[config.mk]
export PLATFORM = sky130hd
export DESIGN_NAME = pcie_mem_arbiter_flat
export DESIGN_NICKNAME = d
export VERILOG_FILES = /design/src/rtl/astro_mem_pkg.sv /design/src/rtl/pcie_mem_arbiter_if.sv /design/src/rtl/rd_return_pipe.sv /design/src/rtl/pcie_mem_arbiter.sv /design/src/flat_wrapper.sv
export SDC_FILE = /design/constraint.sdc
export NUM_CORES = 1
export LEC_CHECK = 0
export CAP_MARGIN = 20
export CORE_MARGIN = 8
export CORE_UTILIZATION = 30
export CTS_CLUSTER_SIZE = 20
export DETAILED_ROUTE_END_ITERATION = 16
export DONT_BUFFER_PORTS = 1
export PLACE_DENSITY = 0.44
export SLEW_MARGIN = 20
export SYNTH_ARGS = -nofsm -noshare
export SYNTH_HDL_FRONTEND = slang
export SYNTH_SLANG_ARGS = --single-unit
[constraint.sdc]
create_clock -name clk -period 3.1 [get_ports clk]
set_input_delay 0.31 -clock clk [delete_from_list [all_inputs] [get_ports clk]]
set_output_delay 0.31 -clock clk [all_outputs]
set_load 0.01 [all_outputs]
[src/rtl/astro_mem_pkg.sv]
// astro_mem_pkg: shared widths, flag address, flag command words and read-return tag type
package astro_mem_pkg;
  localparam int ADDR_W = 21;
  localparam int DATA_W = 32;
  localparam logic [ADDR_W-1:0] FLAG_ADDR = 21'h07FFFE;
  localparam logic [DATA_W-1:0] FLAG_START = 32'h0001_0000;
  localparam logic [DATA_W-1:0] FLAG_ACK = 32'h0000_0002;
  localparam logic [DATA_W-1:0] FLAG_DONE = 32'h0000_0004;
  typedef struct packed {
    logic valid;
    logic src;
    logic bypass;
    logic [DATA_W-1:0] data;
  } rd_tag_t;
endpackage

[src/rtl/pcie_mem_arbiter_if.sv]
// pcie_mem_arbiter_if: host, FPGA and SRAM signals seen by the arbiter
interface pcie_mem_arbiter_if #(
  parameter int ADDR_W = astro_mem_pkg::ADDR_W,
  parameter int DATA_W = astro_mem_pkg::DATA_W
);
  logic [ADDR_W-1:0] pci_req_addr;
  logic [DATA_W-1:0] pci_input_data;
  logic pci_wr_en;
  logic pci_rd_en;
  logic [DATA_W-1:0] pci_rd_data;
  logic pci_rd_valid;
  logic pci_overflow;
  logic rd_req;
  logic FPGA_wr_en;
  logic [ADDR_W-1:0] req_addr;
  logic [DATA_W-1:0] write_data;
  logic flag_we;
  logic [DATA_W-1:0] out_flag;
  logic rd_ready;
  logic [DATA_W-1:0] rd_data;
  logic [DATA_W-1:0] in_flag;
  logic mem_en;
  logic mem_we;
  logic [ADDR_W-1:0] mem_addr;
  logic [DATA_W-1:0] mem_wdata;
  logic [DATA_W-1:0] mem_rdata;
  modport slave (
    input pci_req_addr, pci_input_data, pci_wr_en, pci_rd_en, rd_req, FPGA_wr_en,
          req_addr, write_data, flag_we, out_flag, mem_rdata,
    output pci_rd_data, pci_rd_valid, pci_overflow, rd_ready, rd_data, in_flag,
           mem_en, mem_we, mem_addr, mem_wdata
  );
  modport master (
    output pci_req_addr, pci_input_data, pci_wr_en, pci_rd_en, rd_req, FPGA_wr_en,
           req_addr, write_data, flag_we, out_flag, mem_rdata,
    input pci_rd_data, pci_rd_valid, pci_overflow, rd_ready, rd_data, in_flag,
          mem_en, mem_we, mem_addr, mem_wdata
  );
endinterface

[src/rtl/rd_return_pipe.sv]
// rd_return_pipe: RD_LAT-deep read tag shift register; last stage steers data to FPGA or host
module rd_return_pipe
  import astro_mem_pkg::*;
#(
  parameter int RD_LAT = 2
) (
  input  logic clk,
  input  logic rst,
  input  rd_tag_t push_i,
  input  logic [DATA_W-1:0] mem_rdata_i,
  output logic rd_ready_o,
  output logic [DATA_W-1:0] rd_data_o,
  output logic pci_rd_valid_o,
  output logic [DATA_W-1:0] pci_rd_data_o
);
  rd_tag_t q_q [RD_LAT];
  rd_tag_t cap;
  logic [DATA_W-1:0] rd_q, pci_q, cap_data;
  // data is captured one stage before the last so the registered outputs land at issue+RD_LAT
  if (RD_LAT == 1) begin : g_cap1
    assign cap = push_i;
  end else begin : g_capn
    assign cap = q_q[RD_LAT-2];
  end
  assign cap_data = cap.bypass ? cap.data : mem_rdata_i;
  always_ff @(posedge clk) begin
    if (rst) begin
      for (int i = 0; i < RD_LAT; i++) q_q[i] <= '0;
      rd_q <= '0;
      pci_q <= '0;
    end else begin
      q_q[0] <= push_i;
      for (int i = 1; i < RD_LAT; i++) q_q[i] <= q_q[i-1];
      if (cap.valid && cap.src) pci_q <= cap_data;
      if (cap.valid && !cap.src) rd_q <= cap_data;
    end
  end
  assign rd_ready_o = q_q[RD_LAT-1].valid && !q_q[RD_LAT-1].src;
  assign pci_rd_valid_o = q_q[RD_LAT-1].valid && q_q[RD_LAT-1].src;
  assign rd_data_o = rd_q;
  assign pci_rd_data_o = pci_q;
endmodule

[src/rtl/pcie_mem_arbiter.sv]
// pcie_mem_arbiter: FPGA-priority arbitration of FPGA and PCIe host onto one SRAM port,
// with a one-entry host pending buffer and the handshake flag register
module pcie_mem_arbiter #(
  parameter int ADDR_W = astro_mem_pkg::ADDR_W,
  parameter int DATA_W = astro_mem_pkg::DATA_W,
  parameter int RD_LAT = 2,
  parameter logic [ADDR_W-1:0] FLAG_ADDR = astro_mem_pkg::FLAG_ADDR
) (
  input logic clk,
  input logic rst,
  pcie_mem_arbiter_if.slave bus
);
  import astro_mem_pkg::*;
  localparam logic [0:0] IDLE = 1'b0;
  localparam logic [0:0] PEND = 1'b1;
  logic [0:0] st_q, st_d;
  logic p_wr_q, p_wr_d, ovf_q, ovf_d;
  logic [ADDR_W-1:0] p_addr_q, p_addr_d, h_addr;
  logic [DATA_W-1:0] p_data_q, p_data_d, flag_q, flag_d, h_data;
  logic f_go, h_new, pend, h_go, h_wr, h_flag, h_mem, cap;
  rd_tag_t push;
  assign pend = st_q == PEND;
  assign f_go = !rst && (bus.FPGA_wr_en || bus.rd_req);
  assign h_new = bus.pci_wr_en || bus.pci_rd_en;
  // a draining buffer always takes the slot; a new host access alongside it is dropped
  assign h_go = !rst && !f_go && (pend || h_new);
  assign h_wr = pend ? p_wr_q : bus.pci_wr_en;
  assign h_addr = pend ? p_addr_q : bus.pci_req_addr;
  assign h_data = pend ? p_data_q : bus.pci_input_data;
  assign h_flag = h_addr == FLAG_ADDR;
  assign h_mem = h_go && !h_flag;
  assign cap = f_go && h_new && !pend;
  assign st_d = cap ? PEND : (h_go ? IDLE : st_q);
  assign p_wr_d = cap ? bus.pci_wr_en : p_wr_q;
  assign p_addr_d = cap ? bus.pci_req_addr : p_addr_q;
  assign p_data_d = cap ? bus.pci_input_data : p_data_q;
  assign ovf_d = ovf_q || (pend && h_new);
  assign flag_d = bus.flag_we ? bus.out_flag : (h_go && h_wr && h_flag) ? h_data : flag_q;
  assign bus.mem_en = f_go || h_mem;
  assign bus.mem_we = f_go ? bus.FPGA_wr_en : h_mem && h_wr;
  assign bus.mem_addr = f_go ? bus.req_addr : h_mem ? h_addr : '0;
  assign bus.mem_wdata = (f_go && bus.FPGA_wr_en) ? bus.write_data : (h_mem && h_wr) ? h_data : '0;
  assign push = '{valid: (f_go && !bus.FPGA_wr_en) || (h_go && !h_wr), src: !f_go,
                  bypass: h_go && h_flag, data: flag_q};
  always_ff @(posedge clk) begin
    if (rst) begin
      st_q <= IDLE;
      p_wr_q <= 1'b0;
      p_addr_q <= '0;
      p_data_q <= '0;
      flag_q <= '0;
      ovf_q <= 1'b0;
    end else begin
      st_q <= st_d;
      p_wr_q <= p_wr_d;
      p_addr_q <= p_addr_d;
      p_data_q <= p_data_d;
      flag_q <= flag_d;
      ovf_q <= ovf_d;
    end
  end
  assign bus.in_flag = flag_q;
  assign bus.pci_overflow = ovf_q;
  rd_return_pipe #(.RD_LAT(RD_LAT)) u_pipe (
    .clk(clk),
    .rst(rst),
    .push_i(push),
    .mem_rdata_i(bus.mem_rdata),
    .rd_ready_o(bus.rd_ready),
    .rd_data_o(bus.rd_data),
    .pci_rd_valid_o(bus.pci_rd_valid),
    .pci_rd_data_o(bus.pci_rd_data)
  );
endmodule

[src/flat_wrapper.sv]
// flat-port wrapper written by rule: the top's interface ports become plain ports
module pcie_mem_arbiter_flat import astro_mem_pkg::*;
#(
  parameter int ADDR_W = astro_mem_pkg::ADDR_W,
  parameter int DATA_W = astro_mem_pkg::DATA_W,
  parameter int RD_LAT = 2,
  parameter logic [ADDR_W-1:0] FLAG_ADDR = astro_mem_pkg::FLAG_ADDR
)
  (clk, rst, bus_pci_req_addr, bus_pci_input_data, bus_pci_wr_en, bus_pci_rd_en, bus_rd_req, bus_FPGA_wr_en, bus_req_addr, bus_write_data, bus_flag_we, bus_out_flag, bus_mem_rdata, bus_pci_rd_data, bus_pci_rd_valid, bus_pci_overflow, bus_rd_ready, bus_rd_data, bus_in_flag, bus_mem_en, bus_mem_we, bus_mem_addr, bus_mem_wdata);
  pcie_mem_arbiter_if #(.ADDR_W(ADDR_W), .DATA_W(DATA_W)) bus_i ();
  input logic clk;
  input logic rst;
  input wire logic [$bits(bus_i.pci_req_addr)-1:0] bus_pci_req_addr;
  input wire logic [$bits(bus_i.pci_input_data)-1:0] bus_pci_input_data;
  input wire logic [$bits(bus_i.pci_wr_en)-1:0] bus_pci_wr_en;
  input wire logic [$bits(bus_i.pci_rd_en)-1:0] bus_pci_rd_en;
  input wire logic [$bits(bus_i.rd_req)-1:0] bus_rd_req;
  input wire logic [$bits(bus_i.FPGA_wr_en)-1:0] bus_FPGA_wr_en;
  input wire logic [$bits(bus_i.req_addr)-1:0] bus_req_addr;
  input wire logic [$bits(bus_i.write_data)-1:0] bus_write_data;
  input wire logic [$bits(bus_i.flag_we)-1:0] bus_flag_we;
  input wire logic [$bits(bus_i.out_flag)-1:0] bus_out_flag;
  input wire logic [$bits(bus_i.mem_rdata)-1:0] bus_mem_rdata;
  output wire logic [$bits(bus_i.pci_rd_data)-1:0] bus_pci_rd_data;
  output wire logic [$bits(bus_i.pci_rd_valid)-1:0] bus_pci_rd_valid;
  output wire logic [$bits(bus_i.pci_overflow)-1:0] bus_pci_overflow;
  output wire logic [$bits(bus_i.rd_ready)-1:0] bus_rd_ready;
  output wire logic [$bits(bus_i.rd_data)-1:0] bus_rd_data;
  output wire logic [$bits(bus_i.in_flag)-1:0] bus_in_flag;
  output wire logic [$bits(bus_i.mem_en)-1:0] bus_mem_en;
  output wire logic [$bits(bus_i.mem_we)-1:0] bus_mem_we;
  output wire logic [$bits(bus_i.mem_addr)-1:0] bus_mem_addr;
  output wire logic [$bits(bus_i.mem_wdata)-1:0] bus_mem_wdata;
  assign bus_i.pci_req_addr = bus_pci_req_addr;
  assign bus_i.pci_input_data = bus_pci_input_data;
  assign bus_i.pci_wr_en = bus_pci_wr_en;
  assign bus_i.pci_rd_en = bus_pci_rd_en;
  assign bus_i.rd_req = bus_rd_req;
  assign bus_i.FPGA_wr_en = bus_FPGA_wr_en;
  assign bus_i.req_addr = bus_req_addr;
  assign bus_i.write_data = bus_write_data;
  assign bus_i.flag_we = bus_flag_we;
  assign bus_i.out_flag = bus_out_flag;
  assign bus_i.mem_rdata = bus_mem_rdata;
  assign bus_pci_rd_data = bus_i.pci_rd_data;
  assign bus_pci_rd_valid = bus_i.pci_rd_valid;
  assign bus_pci_overflow = bus_i.pci_overflow;
  assign bus_rd_ready = bus_i.rd_ready;
  assign bus_rd_data = bus_i.rd_data;
  assign bus_in_flag = bus_i.in_flag;
  assign bus_mem_en = bus_i.mem_en;
  assign bus_mem_we = bus_i.mem_we;
  assign bus_mem_addr = bus_i.mem_addr;
  assign bus_mem_wdata = bus_i.mem_wdata;
  pcie_mem_arbiter #(.ADDR_W(ADDR_W), .DATA_W(DATA_W), .RD_LAT(RD_LAT), .FLAG_ADDR(FLAG_ADDR)) u_core (.clk(clk), .rst(rst), .bus(bus_i));
endmodule
Word-level counts from Yosys, hierarchy flattened
Memories as Yosys holds them, arrays and structs flattened.
Cells that the tools add are included.
{"block": "totals", "reg_bits": 152, "n_memories": 1, "in_bits": 177, "output_inout_bits": 154, "ramBits": 70, "elab_cells": 64}
{"block": "op_classes", "n_mux": 18, "eq_ne": 1, "n_bitwise": 2, "reduce_logical": 34}
{"memory": "u_core.u_pipe.q_q", "words": 2, "word_bits": 35, "rd": 2, "rd_ports_with_merged_regs": 0, "write_ports": 2, "line_no": "rd_return_pipe.sv:16", "source": "rd_tag_t q_q [RD_LAT];"}
{"operator": "32-bit two-way mux", "count": 6}
{"operator": "35-bit two-way mux", "count": 2}
{"operator": "21-bit two-way mux", "count": 3}
{"operator": "21-bit by 19-bit == test with 1-bit output (second input constant)", "count": 1}
{"operator": "1-bit logical AND", "count": 18}
{"operator": "1-bit logical NOT", "count": 8}
{"operator": "1-bit two-way mux", "count": 7}
{"operator": "1-bit logical OR", "count": 6}
{"operator": "2-bit nonzero test", "count": 2}
{"operator": "1-bit OR", "count": 2}

Longest topological paths before layout
Gate-level depths: netlist (run 1).
{"block": "depth", "ltp_word": 9, "ltp_mapped": 8}

By module
Synthesis (run 1) repeated with hierarchy kept, for this count alone.
{"block": "unflattened", "hier_cells": 1073, "hier_area_um2": 9190.1}
{"module": "pcie_mem_arbiter", "seq_area_each_um2": 1761.7, "instances": 1, "cells_each": 676, "area_per_inst_um2": 5042.3}
{"module": "rd_return_pipe", "seq_area_each_um2": 2021.9, "instances": 1, "cells_each": 397, "area_per_inst_um2": 4147.7}

Least setup slack after synthesis (run 1)
No wires, ideal clock.
{"block": "synth_timing", "path_kind": "input-to-output", "startpoint": "input bus_pci_req_addr[11]", "endpoint": "output bus_mem_addr[10]", "required_ns": 2.790, "arrival_time_ns": 1.692, "path_stages": 6, "setup_slack_ns": 1.098, "n_path_buf": 1, "cell_sequence": "and4_1 -> and3_1 -> o221ai_2 -> nand2_1 -> buf_2 -> o21ai_0"}
{"block": "synth_via", "elab_chain_cells": 6}
{"element": "start: declaration", "line_no": "flat_wrapper.sv:13", "source": "input wire logic [$bits(bus_i.pci_req_addr)-1:0] bus_pci_req_addr;"}
{"element": "21-bit two-way mux", "line_no": "pcie_mem_arbiter.sv:28", "source": "assign h_addr = pend ? p_addr_q : bus.pci_req_addr;"}
{"element": "21-bit by 19-bit == test with 1-bit output", "line_no": "pcie_mem_arbiter.sv:30", "source": "assign h_flag = h_addr == FLAG_ADDR;"}
{"element": "1-bit logical NOT", "line_no": "pcie_mem_arbiter.sv:31", "source": "assign h_mem = h_go && !h_flag;"}
{"element": "1-bit logical AND", "line_no": "pcie_mem_arbiter.sv:31"}
{"element": "21-bit two-way mux (2 in a row)", "line_no": "pcie_mem_arbiter.sv:41", "source": "assign bus.mem_addr = f_go ? bus.req_addr : h_mem ? h_addr : '0;"}
{"element": "end: declaration", "line_no": "flat_wrapper.sv:32", "source": "output wire logic [$bits(bus_i.mem_addr)-1:0] bus_mem_addr;"}
No other way between the ends.

Final worst setup path (run 1)
{"block": "layout_timing", "startpoint": "register u_core.st_q, in the netlist u_core.pend", "endpoint": "output bus_mem_wdata[19]"}
{"block": "layout_via", "elab_chain_cells": 7, "word_cells_on_any_way": 11, "cone_classes": "eq/ne (1); mux (5); reduce/logical (5)"}
{"element": "start: declaration", "line_no": "pcie_mem_arbiter.sv:16", "source": "logic [0:0] st_q, st_d;"}
{"element": "start signal: assignment", "line_no": "pcie_mem_arbiter.sv:54", "source": "st_q <= st_d;"}
{"element": "21-bit two-way mux", "line_no": "pcie_mem_arbiter.sv:28"}
{"element": "21-bit by 19-bit == test with 1-bit output", "line_no": "pcie_mem_arbiter.sv:30"}
{"element": "1-bit logical NOT", "line_no": "pcie_mem_arbiter.sv:31"}
{"element": "1-bit logical AND", "line_no": "pcie_mem_arbiter.sv:31"}
{"element": "1-bit logical AND", "line_no": "pcie_mem_arbiter.sv:42", "source": "assign bus.mem_wdata = (f_go && bus.FPGA_wr_en) ? bus.write_data : (h_mem && h_wr) ? h_data : '0;"}
{"element": "32-bit two-way mux * (2 in a row)", "line_no": "pcie_mem_arbiter.sv:42"}
{"element": "end: declaration", "line_no": "flat_wrapper.sv:33", "source": "output wire logic [$bits(bus_i.mem_wdata)-1:0] bus_mem_wdata;"}
Every way passes the cells marked *; elsewhere a longest branch is shown, timed or not.

==> key figures, run 1 <==
Timing
  – Clock skew: 16.9 ps
  – Least-Margin Pin Slew: 985 ps
  – Count of final setup violators: 0
  – Fmax: 353 MHz
  – RSZ-0062 raised after global routing: no
  – Fin Setup TNS: 0 ps
  – Slew Viols, Final: 0
  – Final hold vios: 0
  – Worst slew margin: 34.2%
  – Hold WS: 54.1 ps
  – Final period utilization: 91.3%
  – Fin crit period: 2830 ps

Floorplanning
  – Die W: 186 µm
  – Num ports: 331
  – Die height: 186 µm
  – Initial Utilization: 30.3%
  – Die ar.: 34600 µm²
  – Core ar.: 28600 µm²
  – Rows: 62

Logic synthesis
  – Post-synth top area share: 43.6%
  – Seq/Total Area, Yosys: 43.6%
  – Asr flop ratio synth: 0%
  – Syn_nets: 1213
  – Synth Area per Inst: 8.38 µm²
  – Leading area contributor after synthesis: dfxtp_1
  – Synth cell types: 37
  – Number of synthesized register bits: 189
  – Predominant post-synthesis flop cell: dfxtp_1
  – YS warnings: 0
  – Mapped Area: 8680 µm²
  – Post-synth EDFFs: 0
  – Synth area leaders: dfxtp_1 44%, mux2i_1 9.8%, nand2_1 8.6%
  – Synth Instances: 1036

Routing
  – Remaining routing DRC violations: 0
  – Initial DRC Count: 409
  – Vias after detailed routing: 7278
  – Vias per inst: 4.98
  – Final WL: 31500 µm
  – ANT nets after route: 0
  – Wire per inst: 21.5 µm
  – Pre-Repair DR Iteration Count: 4

Global routing
  – GR Util All Layers: 17.4%
  – Vias in the first global route: 7213
  – Initial antenna violation count: 1
  – GRT overflow: 0
  – First-pass GRT wire length: 46000 µm
  – Largest net degree at the start of global routing: 147

Worst setup path
  – Worst path most repeated cell: buf_4
  – Slowest cell on crit path: dfxtp_4
  – Max stage delay on crit path: 450 ps
  – Worst Setup End Kind: primary output
  – Worst EP required: 2790 ps
  – CP startpoint kind: flop
  – Arr. time, crit path: 2520 ps
  – Maximum fanout along the worst path: 21
  – Crit path kind: flop to primary output
  – CP Cell Sequence: nand4_1, nor4_4, o221ai_4, nand2_1, buf_4, o21ai_0, buf_4

Layout
  – # nets final: 1240
  – Finished Cell Area: 10300 µm²
  – Layout cells sized above 1: 12.3%
  – Filler cells: 2988
  – Most common cell after layout, fill and taps aside: nand2_1
  – Most frequent cells in the layout: 197 x nand2_1, 187 x dfxtp_1, 85 x mux2i_1
  – Area delta synth->final: 19.0%

Place
  – IO Port Bufs: 0
  – Detailed placement HPWL: 22200 µm
  – Placer Congestion: 0.792
  – Dpl cell area: 9090 µm²

Clocking
  – Num CTS Buffers: 17
  – Htree depth: 4
  – Max clock buf depth: 2
  – Clock tree root driver cell: clkbuf_16
  – Clock sink count: 189
  – Later-pin clock latency in the skew report: 440 ps
  – Reg clk slew, reported paths: 80 ps
  – CTS tree: yes

Outcome
  – Status: finished, final reports clean

Power
  – Total leakage power: 3.71 nW
  – Total chip power: 5.57 mW
  – VDD IR max: 0.000335 V
  – P per Cell Area: 540 nW/µm²

Min path
  – Min-Delay Path Class: input pin to flop

Run
  – Max-cap violations: 0
where the power goes:
group,switching [mW],leakage (nW),internal (mW)
clock network,1.16,0.296,1.12
registers,0.110,1.54,2.54
logic,0.371,1.87,0.283
flip-flops by register name, summed over array words and instances (netlist names):
register / cells
u_core.p_addr_q: 21
u_core.u_pipe.q_q: 37
u_core.p_data_q: 32
u_core.u_pipe.rd_data_o: 32
u_core.bus.in_flag: 32
u_core.bus.pci_overflow: 1
u_core.u_pipe.pci_rd_data_o: 32
u_core.p_wr_q: 1
u_core.pend: 1
worst paths after layout:
kind                                          endpoint           startpoint  slack [ps]  depth (start not counted)
worst max-delay path                 bus_mem_wdata[19]          u_core.pend         270                          7
worst min-delay path                       u_core.pend        bus_pci_rd_en          50                          2
worst max register to register  u_core.bus.in_flag[18]          u_core.pend         620                          5
worst min register to register     u_core.p_data_q[31]  u_core.p_data_q[31]         450                          2
critical path, delay by kind of cell (launching register included):
family | cells | cell delay [ps]
and+or+nand+nor | 3 | 740
DFF | 1 | 450
buffers and inverters | 2 | 430
AOI/OAI and AO/OA | 2 | 450
kinds of logic after synthesis:
family,synth area share [%]
mux,9.93
compound gates,21.0
simple gates,17.8
flops,43.6
buf+inv,7.70
synthesized netlist by cell type (3+ instances only):
| cell | count |
|---|---|
| a211oi_1 | 69 |
| a211oi_2 | 8 |
| a21boi_0 | 18 |
| a21oi_1 | 58 |
| buf_1 | 10 |
| buf_2 | 21 |
| buf_4 | 33 |
| clkbuf_1 | 52 |
| dfxtp_1 | 189 |
| inv_1 | 16 |
| mux2i_1 | 85 |
| nand2_1 | 198 |
| nand3_1 | 21 |
| nand4_1 | 3 |
| nand4b_1 | 3 |
| nor2_1 | 85 |
| nor2b_1 | 28 |
| o21a_1 | 13 |
| o21ai_0 | 73 |
| o221a_1 | 9 |
| o221a_2 | 5 |
| o31ai_1 | 18 |
area by class of cell:
| type | count | area (µm²) | share of cell area [%] |
|---|---|---|---|
| multi-input cells | 713 | 4280 | 41.4 |
| well taps | 384 | 480 | 4.65 |
| flip-flops and latches | 189 | 3790 | 36.7 |
| inverters | 16 | 60.1 | 0.582 |
| diodes | 1 | 2.50 | 0.0242 |
| repair buffers | 126 | 1110 | 10.7 |
| clock inverters | 14 | 173 | 1.67 |
| clock buffers | 18 | 439 | 4.25 |
timing repair:
action / CTS / global route
gates resized for setup: 2 / 0
hold endpoints to repair: 164 / 0
hold buffers: 58 / 0
setup endpoints to repair: 41 / 20
buffers inserted: 0 / 1
per-stage QoR:
stage,cells,utilization [%],setup slack [ps]
finish,1461,36.1,270
global route,1461,36.1,76.5
CTS,1459,36.0,70.4
detailed placement,1369,31.8,144
global placement,1369,31.8,243
floorplan,1036,-,1100
metal layers:
metal	track usage (%)	up-vias	routed length [µm]
met1	23.4	3407	14500
met5	0	-	0
met2	26.8	229	14200
met3	4.63	24	2250
met4	5.34	0	516
li1	-	3618	-
Note: power is estimated with default switching activity, not from simulation.
==> inputs of run 2 (changes only) <==
--- a/config.mk
+++ b/config.mk
@@ -12,7 +12,8 @@
 export DETAILED_ROUTE_END_ITERATION = 16
 export DONT_BUFFER_PORTS = 1
 export PLACE_DENSITY = 0.44
-export SLEW_MARGIN = 20
+export SLEW_MARGIN = 40
 export SYNTH_ARGS = -nofsm -noshare
 export SYNTH_HDL_FRONTEND = slang
+export SYNTH_HIERARCHICAL = 1
 export SYNTH_SLANG_ARGS = --single-unit
==> run 2 against run 1 <==
- core utilization increased by 0.40 points
- synthesized cell count increased by 3.6%
- power increased by 3.3%
- maximum frequency decreased by 1.1%
- non-clock buffer count increased by 31
- combinational power increased by 4.9%
- critical path type unchanged
- flip-flop and latch count unchanged
==> key figures, run 2 <==
Outcome
  – Status: finished, final reports clean

Timing
  – RSZ-0062 raised after global routing: no
  – Final period utilization: 92.3% (+1.0 points)
  – Fin crit period: 2860 ps (+31.2 ps)
  – Count of final setup violators: 0 (unchanged)
  – Fmax: 350 MHz (-1.1%)
  – Fin Setup TNS: 0 ps (unchanged)
  – Slew Viols, Final: 0 (unchanged)
  – Hold WS: 39.4 ps (-14.7 ps)
  – Clock skew: 18.0 ps (+1.07 ps)
  – Least-Margin Pin Slew: 840 ps (-144 ps)
  – Final hold vios: 0 (unchanged)
  – Worst slew margin: 44.0% (+9.8 points)

Routing
  – Wire per inst: 21.5 µm (-0.17%)
  – Vias after detailed routing: 7609 (+4.5%)
  – Remaining routing DRC violations: 0 (unchanged)
  – Vias per inst: 4.94 (-0.88%)
  – Pre-Repair DR Iteration Count: 5 (+1)
  – Final WL: 33100 µm (+5.3%)
  – Initial DRC Count: 428 (+4.6%)
  – ANT nets after route: 0 (unchanged)

Power
  – VDD IR max: 0.000350 V (+4.6%)
  – P per Cell Area: 520 nW/µm² (-3.6%)
  – Total leakage power: 4.21 nW (+13%)

Layout
  – Multi-input logic area: 4720 µm² (+10%)
  – Non-Filler Instances: 1541 (+5.5%)
  – Reg with most FFs: u_core/u_pipe/q_q
  – Most frequent cells in the layout: 194 x nand2_1, 187 x dfxtp_1, 89 x nor2_1
  – Max reg flops: 37 (unchanged)
  – Finished Cell Area: 11100 µm² (+7.2%)
  – Most common cell after layout, fill and taps aside: nand2_1
  – Area delta synth->final: 20.5%
  – Filler cells: 3087 (+3.3%)
  – Final core occ: 36.5% (+0.40 points)
  – # nets final: 1307 (+5.4%)
  – Layout cells sized above 1: 21.7% (+9.4 points)
  – Register Area: 3790 µm² (unchanged)

Logic synthesis
  – Synth Area per Inst: 8.56 µm² (+2.2%)
  – Predominant post-synthesis flop cell: dfxtp_1
  – Post-synth top area share: 41.2% (-2.4 points)
  – Synth Instances: 1073 (+3.6%)
  – Post-synth EDFFs: 0 (unchanged)
  – Syn_nets: 1250 (+3.1%)
  – Synth area leaders: dfxtp_1 41%, nand2_1 8.0%, nor3_2 5.9%
  – Leading area contributor after synthesis: dfxtp_1
  – Top cells by count, synth: 195 x nand2_1, 189 x dfxtp_1, 89 x nor2_1, 88 x o21ai_0, 56 x a21oi_1
  – Number of synthesized register bits: 189 (unchanged)
  – Most frequent cell after synthesis: nand2_1
  – Synth cell types: 40 (+8.1%)
  – Asr flop ratio synth: 0% (unchanged)
  – Seq/Total Area, Yosys: 41.2% (-2.4 points)
  – Mapped Area: 9190 µm² (+5.9%)
  – YS warnings: 6 (+6)

Place
  – Placed insts: 1419 (+3.7%)
  – Placer Congestion: 0.823 (+4.0%)
  – IO Port Bufs: 0 (unchanged)
  – Dpl cell area: 9540 µm² (+4.9%)
  – Detailed placement HPWL: 23100 µm (+4.2%)

Worst setup path
  – R2R setup slack: 640 ps (+20 ps)
  – Worst EP required: 2790 ps (about the same)
  – Maximum fanout along the worst path: 26 (+24%)
  – Worst Setup End Kind: primary output
  – Worst R2R Path Depth: 7 (+2)
  – Crit path kind: flop to primary output
  – Launching point of the worst reg2reg path: u_core/pend
  – Critical R2R Capture: u_core/u_pipe/q_q[0][32]
  – CP startpoint kind: flop
  – Arr. time, crit path: 2550 ps (+30 ps)

Min path
  – Min-Delay Path Class: input pin to flop
  – WHS Path Cells: 2 (unchanged)
  – Startpoint of the worst hold path: bus_pci_rd_en
  – Hold Path End: u_core/pend

Floorplanning
  – Initial Utilization: 30.3% (-0.045 points)
  – Die height: 191 µm (+2.6%)
  – Die ar.: 36500 µm² (+5.4%)
  – Die W: 191 µm (+2.6%)
  – Core ar.: 30300 µm² (+6.0%)
  – Num ports: 331 (unchanged)
  – Rows: 64 (+3.2%)

Clocking
  – Clock sink count: 189 (unchanged)
  – Later-pin clock latency in the skew report: 440 ps (about the same)
  – Clock tree root driver cell: clkbuf_16
  – Num CTS Buffers: 17 (unchanged)
  – # Post-CTS Setup Buffers: 0 (unchanged)
  – Htree depth: 4 (unchanged)
  – Max clock buf depth: 2 (unchanged)
  – Reg clk slew, reported paths: 80 ps (about the same)
  – CTS tree: yes

Global routing
  – Vias in the first global route: 7738 (+7.3%)
  – GRT overflow: 0 (unchanged)
  – Largest net degree at the start of global routing: 110 (-25%)
  – Initial antenna violation count: 3 (+2)
  – GR Util All Layers: 17.4% (-0.051 points)
  – First-pass GRT wire length: 48100 µm (+4.5%)

Run
  – Max-cap violations: 0 (unchanged)
==> run 2: cell count changes in the layout (fill, tap and decap cells not counted), moves of 19 or more <==
cell,before,now
dlygate4sd3_1,56,87
mux2_4,0,31
a211oi_1,69,0
mux2i_1,85,51
nor3b_1,0,32
nor3_2,1,53
nor2_2,0,46
nand3_1,21,2
o311ai_1,0,30
==> run 2: worst max path at each step <==
stage | to | start | slack (ps) | cells after the start
after floorplan | bus_mem_wdata[0] | u_core/pend | 1090 | 7
after CTS | bus_mem_wdata[19] | u_core/pend | 210 | 8
after global placement | u_core/bus.in_flag[0] | u_core/pend | 710 | 6
after global routing | bus_mem_wdata[8] | u_core/pend | 60 | 8
final | bus_mem_wdata[19] | u_core/pend | 240 | 4
after detailed placement | u_core/bus.in_flag[31] | u_core/pend | 680 | 6
==> run 2: routing by layer <==
metal,GRT usage (%),wire [µm]
met1,21.3,14200
met2,27.8,15300
met3,6.73,3050
met4,4.95,532
met5,0,22
==> run 2: kinds of logic after synthesis <==
group,count (synthesis),synth area share [%]
muxes,84,10.9
and+or+nand+nor,497,28.8
AOI/OAI and AO/OA,181,11.3
buffers and inverters,122,7.83
DFF,189,41.2
==> run 2: critical path, stage by stage (launching register included) <==
cell     delay, ps
dfxtp_4        570
buf_4          450
mux2i_1        720
o21ai_0        170
buf_4          180
==> run 2: final cells by class <==
class / count / area share [%]
Antenna cell: 2 / 0.0452
Clock buffer: 17 / 3.84
Clock inverter: 15 / 1.85
Inverter: 3 / 0.102
Multi-Input combinational cell: 762 / 42.7
Sequential cell: 189 / 34.2
Tap cell: 396 / 4.48
Timing Repair Buffer: 157 / 12.8
==> run 2: what timing repair did <==
item                       CTS  global route
setup endpoints to repair    0             0
hold endpoints to repair   184             0
hold buffers                88             0
resized for setup            0             0
==> run 2: through the flow <==
step	total power, mW	worst slack (ps)
after floorplan	3.16	1090
after global placement	3.29	705
after detailed placement	3.30	681
after CTS	5.86	215
after global routing	6.03	60.9
final	5.76	239
==> run 2: report_power, final <==
part	switching [mW]	leakage [nW]	total (mW)	internal [mW]
clock network	1.10	0.301	2.41	1.31
registers	0.125	1.54	2.67	2.54
logic	0.372	2.36	0.687	0.315
total	1.60	4.21	5.76	4.16
